File: config.mk
export PLATFORM = sky130hd
export DESIGN_NAME = add_seq_ctrl
export DESIGN_NICKNAME = d
export VERILOG_FILES = /design/src/rtl/add_seq_pkg.sv /design/src/rtl/add_seq_ctrl_rca.sv /design/src/rtl/add_seq_ctrl.sv
export SDC_FILE = /design/constraint.sdc
export NUM_CORES = 1
export LEC_CHECK = 0
export ABC_AREA = 1
export CAP_MARGIN = 15
export CORE_MARGIN = 2
export CORE_UTILIZATION = 25
export DETAILED_ROUTE_END_ITERATION = 10
export DONT_BUFFER_PORTS = 1
export GPL_TIMING_DRIVEN = 0
export SETUP_SLACK_MARGIN = 0.02
export SLEW_MARGIN = 20
export SYNTH_ARGS = -nofsm -noshare
export SYNTH_HDL_FRONTEND = slang
export SYNTH_HIERARCHICAL = 1
export SYNTH_SLANG_ARGS = --single-unit
File: constraint.sdc
create_clock -name clk -period 9.9 [get_ports clk]
set_clock_uncertainty 0.05 [all_clocks]
set_input_delay 1.98 -clock clk [delete_from_list [all_inputs] [get_ports clk]]
set_output_delay 1.98 -clock clk [all_outputs]
set_load 0.005 [all_outputs]
File: src/rtl/add_seq_pkg.sv
// Shared definitions for the byte-serial add/sub controller:
// FSM state encoding and the adder slice width.
package add_seq_pkg;

   localparam int SLICE_W = 8;

   typedef enum logic [1:0] {
      IDLE = 2'd0,
      RUN  = 2'd1,
      DONE = 2'd2
   } state_t;

endpackage

File: src/rtl/add_seq_ctrl_rca.sv
// rca_8bit: 8-bit ripple-carry adder slice, the only adder in the datapath.
module rca_8bit (
   input  logic [7:0] a,
   input  logic [7:0] b,
   input  logic       cin,
   output logic [7:0] sum,
   output logic       cout
);

   // Ripple the carry bit by bit through a single procedural variable.
   always_comb begin
      logic c;
      sum = '0;
      c   = cin;
      for (int i = 0; i < 8; i++) begin
         sum[i] = a[i] ^ b[i] ^ c;
         c      = (a[i] & b[i]) | (c & (a[i] ^ b[i]));
      end
      cout = c;
   end

endmodule

File: src/rtl/add_seq_ctrl.sv
// add_seq_ctrl: byte-serial W-bit adder/subtractor built around one 8-bit
// ripple slice. One operand byte is processed per cycle, LSB first.
// Handshakes: a transfer happens on a rising edge where valid && ready are
// both high; the controller never drops rsp_valid or changes rsp_* until
// the consumer takes the result, and req_* are sampled only on accept.
// Optional feature: define ADD_SEQ_OVF_EN to add the rsp_ovf output
// (signed overflow, computed on the final beat).
module add_seq_ctrl
   import add_seq_pkg::*;
#(
   parameter int NBEATS = 4,
   localparam int W = SLICE_W * NBEATS
) (
   input  logic         clk,
   input  logic         rst,
   input  logic         req_valid,
   output logic         req_ready,
   input  logic [W-1:0] req_a,
   input  logic [W-1:0] req_b,
   input  logic         req_sub,
   output logic         rsp_valid,
   input  logic         rsp_ready,
   output logic [W-1:0] rsp_sum,
   output logic         rsp_cout,
`ifdef ADD_SEQ_OVF_EN
   output logic         rsp_ovf,
`endif
   output logic         busy
);

   localparam int CW = (NBEATS > 1) ? $clog2(NBEATS) : 1;
   localparam logic [CW-1:0] LAST_BEAT = CW'(NBEATS - 1);

   state_t          state_q, state_d;
   logic [W-1:0]    a_q, a_d;
   logic [W-1:0]    b_q, b_d;      // already inverted for subtraction
   logic            carry_q, carry_d;
   logic [CW-1:0]   cnt_q, cnt_d;
   logic [W-1:0]    sum_q, sum_d;
   logic            cout_q, cout_d;
`ifdef ADD_SEQ_OVF_EN
   logic            ovf_q, ovf_d;
`endif

   logic [SLICE_W-1:0] slice_a, slice_b, slice_s;
   logic               slice_co;

   // Select operand byte k (k = beat counter) onto the shared slice inputs.
   always_comb begin
      slice_a = '0;
      slice_b = '0;
      for (int k = 0; k < NBEATS; k++) begin
         if (cnt_q == CW'(k)) begin
            slice_a = a_q[k*SLICE_W +: SLICE_W];
            slice_b = b_q[k*SLICE_W +: SLICE_W];
         end
      end
   end

   rca_8bit u_slice (
      .a    (slice_a),
      .b    (slice_b),
      .cin  (carry_q),
      .sum  (slice_s),
      .cout (slice_co)
   );

   // Next-state and datapath update: accept in IDLE, one beat per RUN cycle,
   // hold the result in DONE until it is taken.
   always_comb begin
      state_d = state_q;
      a_d     = a_q;
      b_d     = b_q;
      carry_d = carry_q;
      cnt_d   = cnt_q;
      sum_d   = sum_q;
      cout_d  = cout_q;
`ifdef ADD_SEQ_OVF_EN
      ovf_d   = ovf_q;
`endif
      case (state_q)
         IDLE: begin
            if (req_valid) begin
               a_d     = req_a;
               b_d     = req_sub ? ~req_b : req_b;
               carry_d = req_sub;
               cnt_d   = '0;
               state_d = RUN;
            end
         end
         RUN: begin
            carry_d = slice_co;
            for (int k = 0; k < NBEATS; k++) begin
               if (cnt_q == CW'(k)) sum_d[k*SLICE_W +: SLICE_W] = slice_s;
            end
            if (cnt_q == LAST_BEAT) begin
               cout_d  = slice_co;
`ifdef ADD_SEQ_OVF_EN
               // MSB carry-in ^ carry-out == signed overflow
               ovf_d   = a_q[W-1] ^ b_q[W-1] ^ slice_s[SLICE_W-1] ^ slice_co;
`endif
               cnt_d   = '0;
               state_d = DONE;
            end else begin
               cnt_d   = cnt_q + 1'b1;
            end
         end
         DONE: begin
            if (rsp_ready) state_d = IDLE;
         end
         default: state_d = IDLE;
      endcase
   end

   // State and datapath registers with synchronous reset.
   always_ff @(posedge clk) begin
      if (rst) begin
         state_q <= IDLE;
         a_q     <= '0;
         b_q     <= '0;
         carry_q <= 1'b0;
         cnt_q   <= '0;
         sum_q   <= '0;
         cout_q  <= 1'b0;
`ifdef ADD_SEQ_OVF_EN
         ovf_q   <= 1'b0;
`endif
      end else begin
         state_q <= state_d;
         a_q     <= a_d;
         b_q     <= b_d;
         carry_q <= carry_d;
         cnt_q   <= cnt_d;
         sum_q   <= sum_d;
         cout_q  <= cout_d;
`ifdef ADD_SEQ_OVF_EN
         ovf_q   <= ovf_d;
`endif
      end
   end

   assign req_ready = (state_q == IDLE);
   assign rsp_valid = (state_q == DONE);
   assign busy      = (state_q != IDLE);
   assign rsp_sum   = sum_q;
   assign rsp_cout  = cout_q;
`ifdef ADD_SEQ_OVF_EN
   assign rsp_ovf   = ovf_q;
`endif

endmodule

==> run_results.csv, run 1 <==
group,metric,value,unit
detailed_routing,detailedRoute.firstPassIterationCount,4,
synth,ys_seq_elements,102,
power_and_ir_drop,pwr-share-comb,0.169,
sta,finalSetupViolations,0,
sta,fin_ws,4720,ps
place,gp_congestion,0.793,
synth,synth-edff-count,0,
cells_and_area,fin_cells,908,
synth,syn_avg_cell_area,7.27,sq um
sta,holdWs,432,ps
critical_path,cp_slowest_cell,"fa_1",
floorplanning,die_width,142,um
synth,netlist_top_cells_area,"dfxtp_1 43%, nor2_1 15%, o21ai_0 8.4%, nand2_1 8.3%, xnor2_1 5.9%",
detailed_routing,wire_per_inst,15.7,um
detailed_routing,wirelength,14.3,mm
synth,yosysMostFrequentCell,"nor2_1",
detailed_routing,ant_nets,0,
critical_path,end_kind,"flop",
sta,period_needed,5180,ps
power_and_ir_drop,p_leak,2.35,nW
detailed_routing,via_per_inst,4.46,
floorplanning,fp.dieH,142,um
place,postPlaceCellArea,5060,sq um
sta,final_hold_viol_count,0,
clock_tree,clockBufferDepth,2,
critical_path,crit_path_max_fanout,10,
clock_tree,clock-sinks,102,
cells_and_area,drive_above_1_share,0.0744,
synth,synth_fp_nets,737,
clock_tree,cts_root_buffer,"clkbuf_16",
power_and_ir_drop,peakVddDrop,0.0877,mV
critical_path,crit_path_cell_trace,"inv_1 -> ha_1 -> buf_4 -> clkinv_1 -> buf_2 -> nand3_1 -> a21o_1 -> nand2_1 -> fa_1 -> inv_1 -> fa_1 -> inv_1 -> fa_1 -> fa_1 -> fa_1 -> fa_1 -> fa_1 -> inv_1 -> fa_1 -> inv_1 -> nor2_1 -> nor2_1",
clock_tree,cts_setup_buffers,0,
global_route,grt_pass1_vias,3939,
clock_tree,clock_latency,360,ps
place,dp_hpwl,10.9,mm
floorplanning,start_util,0.255,
critical_path,critical_path.max_stage_delay,420,ps
power_and_ir_drop,switchingPower,291,uW
floorplanning,num_io_pins,105,
critical_path,cp.required,10150,ps
sta,tightest_slew,454,ps
global_route,grt-ovfl-total,0,
synth,netlist_instances,656,
sta,rsz0062_at_grt,"no",
synth,yosys_warnings,6,
critical_path,cpMostUsedCell,"fa_1",
critical_path,worstSetupStartpointType,"flop",
floorplanning,design.core.area,18700,sq um
power_and_ir_drop,p_sw_frac,0.292,
clock_tree,cts_tree,"built",
clock_tree,post_cts_resized,0,
detailed_routing,drc_errors,0,
global_route,antenna_found_initial,2,
power_and_ir_drop,p_clk_frac,0.370,
cells_and_area,stdcell_area,5370,sq um
sta,slew_violations,0,
cells_and_area,num-nets-final,748,
place,placedCellCount,890,
sta,setup_tns,0,ps
min_path,worstHoldPathType,"flop to flop",
synth,ys_seq_area_frac,0.428,
clock_tree,cts_buffers,9,
power_and_ir_drop,p_int,706,uW
critical_path,path_class,"flop to flop",
clock_tree,clkTransAtPathRegs,70,ps
global_route,grt_max_degree,18,
clock_tree,htreeDepth,3,
critical_path,arrival,5430,ps
place,pre_cts_ws,4780,ps
synth,async_flop_share,0,
synth,synth_cell_types,24,
power_and_ir_drop,p_per_area,186,nW/um^2
power_and_ir_drop,power.total,998,uW
synth,yosysTopAreaCellShare,0.428,
clock_tree,cts_hold_buf,0,
sta,slew-limit-headroom,0.697,
global_route,grtUsageTotal,0.144,
place,portBuffers,0,
cells_and_area,area_delta_synth_final,12.6,%
power_and_ir_drop,p_seq_frac,0.461,
global_route,grt_pass1_wl,21.8,mm
outcome,status,"complete, no violations",
job,cap_violations,0,
cells_and_area,final_util,0.287,
synth,synth_top_area_cell,"dfxtp_1",
sta,min_period_over_period,0.523,
detailed_routing,num_vias,4054,
synth,synth_ff_type,"dfxtp_1",
synth,synth_common_cells,"195 x nor2_1, 106 x nand2_1, 102 x dfxtp_1",
synth,synth_area,4770,sq um
floorplanning,design.die.area,20200,sq um
detailed_routing,drt_iter0_drc,283,
sta,max_freq,0.193,GHz
floorplanning,num_rows,50,
[power by group through the flow]
stage | Sequential (mW) | Clock (mW) | Combinational (mW)
floorplan | 0.462 | 0 | 0.122
global placement | 0.468 | 0 | 0.168
detailed placement | 0.469 | 0 | 0.170
CTS | 0.460 | 0.382 | 0.171
global route | 0.463 | 0.393 | 0.191
finish | 0.460 | 0.369 | 0.169
[placed cells by master, fill, tap and decap left out]
cell	netlist	layout
bufinv_16	0	1
clkbuf_8	0	1
nor2_4	4	4
buf_6	4	4
nand3_1	18	18
inv_2	2	2
buf_4	4	4
ha_1	4	4
nor2_1	195	195
diode_2	0	2
nand2_4	1	1
buf_2	13	13
nand2_2	2	2
dfxtp_1	102	102
inv_4	1	1
clkinv_1	1	1
clkbuf_16	0	9
xnor2_1	32	32
a21o_1	16	16
a21oi_1	21	21
o21ai_1	1	1
o21ai_0	80	80
inv_6	0	3
nor2_2	2	2
fa_1	8	8
clkinv_2	0	2
nand2_1	106	106
inv_1	22	22
clkbuf_2	1	1
clkbuf_1	16	16
[critical path, delay by kind of cell (launching register included)]
family	cells	cell delay, ps
buffers and inverters	8	1220
adders and majority gates	9	3040
and+or+nand+nor	4	320
DFF	1	340
AOI/OAI and AO/OA	1	130
[per-layer routing]
layer  share of wire  track usage
met4           0.014       0.0405
met1            0.45        0.184
met5               0            0
met2            0.46        0.235
met3           0.076       0.0417
[layout make-up]
cell class / count / area (sq um)
diodes: 2 / 5.00
plain buffers: 38 / 205
clock buffers: 10 / 239
clock inverters: 6 / 66.3
fillers: 2025 / 13300
inverters: 26 / 100
multi-input cells: 490 / 2420
flip-flops and latches: 102 / 2040
well taps: 234 / 293
[flip-flops by register name, indices dropped and copies added, names as in the netlist]
register  cells
b_q          32
state_q       2
cnt_q         2
rsp_cout      1
a_q          32
rsp_sum      32
carry_q       1
[path summary, 6_finish.rpt]
kind,from,endpoint,slack [ps],depth (start not counted)
max reg2reg,cnt_q[1],rsp_sum[23],4720,22
min,b_q[31],b_q[31],430,2
max,cnt_q[1],rsp_sum[23],4720,22
min reg2reg,b_q[31],b_q[31],430,2
[cells by family after synthesis]
logic type	share of synthesized area
simple gates	0.273
compound gates	0.132
flops	0.428
buf+inv	0.0640
xor+xnor	0.0588
fa+ha+maj	0.0441
Note: power is estimated with default switching activity, not from simulation.
==> inputs of run 2 (changes only) <==
Clock period 9.9 ns to 4.85 ns, I/O delays scaled along.
==> run 2 against run 1 <==
- clock power rose by 100%
- largest power group unchanged
- largest cell class unchanged
- first-iteration DRC count fell by 0.71%
- final area rose by 1.4%
- sequential cell count did not move
- global-route usage rose by 0.064 points
- maximum frequency rose by 13%
- register-to-register slack got worse by 4500 ps
==> run_results.csv, run 2 (synthesis results as in run 1) <==
group,metric,value,unit
detailed_routing,detailedRoute.firstPassIterationCount,4,
clock_tree,cts_tree,"built",
sta,tightest_slew,437,ps
sta,period_needed,4600,ps
cells_and_area,num-nets-final,747,
floorplanning,num_io_pins,105,
cells_and_area,drive_above_1_share,0.0999,
clock_tree,clock_latency,360,ps
critical_path,end_kind,"flop",
sta,min_period_over_period,0.949,
floorplanning,num_rows,50,
global_route,antenna_found_initial,2,
detailed_routing,num_vias,4009,
global_route,grt_pass1_wl,21.9,mm
cells_and_area,layout_commonest_cell,"nor2_1",
critical_path,arrival,4850,ps
outcome,status,"complete, no violations",
sta,final_hold_viol_count,0,
floorplanning,design.die.area,20200,sq um
detailed_routing,wire_per_inst,15.7,um
power_and_ir_drop,peakVddDrop,0.179,mV
global_route,grt_max_degree,18,
power_and_ir_drop,p_leak,2.37,nW
floorplanning,die_width,142,um
clock_tree,cts_buffers,9,
place,portBuffers,0,
global_route,grt-ovfl-total,0,
power_and_ir_drop,power.total,2.05,mW
clock_tree,clkTransAtPathRegs,70,ps
cells_and_area,layout_common_cells,"195 x nor2_1, 105 x nand2_1, 100 x dfxtp_1",
detailed_routing,wirelength,14.2,mm
floorplanning,fp.dieH,142,um
place,dp_hpwl,10.9,mm
critical_path,worstSetupStartpointType,"flop",
global_route,grtUsageTotal,0.144,
global_route,grt_pass1_vias,3948,
cells_and_area,n_fill_cell,2014,
detailed_routing,drt_iter0_drc,281,
cells_and_area,area_delta_synth_final,14.2,%
critical_path,cp.required,5100,ps
detailed_routing,ant_nets,0,
power_and_ir_drop,p_per_area,376,nW/um^2
sta,rsz0062_at_grt,"no",
sta,slew-limit-headroom,0.708,
cells_and_area,final_util,0.291,
clock_tree,htreeDepth,3,
floorplanning,start_util,0.255,
clock_tree,clockBufferDepth,2,
place,gp_congestion,0.793,
clock_tree,clock-sinks,102,
detailed_routing,via_per_inst,4.42,
sta,max_freq,0.217,GHz
sta,slew_violations,0,
min_path,worstHoldPathType,"flop to flop",
sta,finalSetupViolations,0,
job,cap_violations,0,
sta,setup_tns,0,ps
critical_path,crit_path_max_fanout,10,
detailed_routing,drc_errors,0,
critical_path,path_class,"flop to flop",
floorplanning,design.core.area,18700,sq um
clock_tree,cts_root_buffer,"clkbuf_16",
==> run 2: final timing paths <==
check | from | end | slack, ps | cells after the start
max | cnt_q[1] | rsp_sum[31] | 250 | 21
min | b_q[31] | b_q[31] | 430 | 2
max reg2reg | cnt_q[1] | rsp_sum[31] | 250 | 21
min reg2reg | b_q[31] | b_q[31] | 430 | 2
==> run 2: through the flow <==
step | hold WS, ps | setup slack, ps | cell area, sq um | instances
after global routing | 456 | 27.3 | 5450 | 906
after global placement | 411 | -253 | 5060 | 890
final | 432 | 246 | 5450 | 907
after CTS | 436 | 51.1 | 5430 | 906
after floorplan | 399 | 250 | 4770 | 656
after detailed placement | 420 | -271 | 5060 | 890
==> run 2: where the power goes <==
part | switching (mW) | internal [mW] | leakage [nW]
combinational | 0.221 | 0.134 | 1.38
sequential | 0.0399 | 0.899 | 0.840
clock | 0.338 | 0.418 | 0.154
==> run 2: layer usage <==
metal / GRT usage / vias up / wire, um
met5: 0 / - / 0
met4: 0.0405 / 0 / 255
met3: 0.0417 / 17 / 878
met2: 0.237 / 103 / 6570
met1: 0.185 / 1797 / 6510
li1: - / 2092 / -
==> run 2: critical path, stage by stage (launching register included) <==
cell and delay [ps]:
dfxtp_2 360, inv_1 70, ha_1 180, buf_6 140
clkbuf_8 160, a21oi_2 120, a21o_1 150, nand2_2 60
fa_2 370, inv_1 80, fa_1 170, inv_1 50
fa_1 380, fa_2 360, fa_2 350, fa_2 340
fa_1 360, inv_1 90, fa_1 430, inv_2 120
nor2_1 60, nor2_1 90
==> run 2: cell type report <==
| class | instances | area (sq um) | area share |
|---|---|---|---|
| inverter | 26 | 108 | 0.0197 |
| multi-input combinational | 490 | 2440 | 0.448 |
| clock inverter | 6 | 66.3 | 0.0122 |
| tap | 234 | 293 | 0.0537 |
| antenna | 2 | 5.00 | 0.000918 |
| buffer | 35 | 235 | 0.0432 |
| sequential | 102 | 2040 | 0.375 |
| timing repair buffer | 2 | 15.0 | 0.00276 |
| clock buffer | 10 | 239 | 0.0439 |
==> run 2: what timing repair did <==
action                                  4_1_cts  5_1_grt
endpoints found under the setup margin        8        5
pin swaps                                     0        2
resized for setup                            22        9
hold endpoints to repair                      0        0
hold buffers                                  0        0
setup buffers                                 2        0
==> inputs of run 3 (changes only) <==
Settings changed: ABC_CLOCK_PERIOD_IN_PS set to 4850.
==> results of run 3 <==
No change in the layout: final DEF, timing and power equal those of run 2.
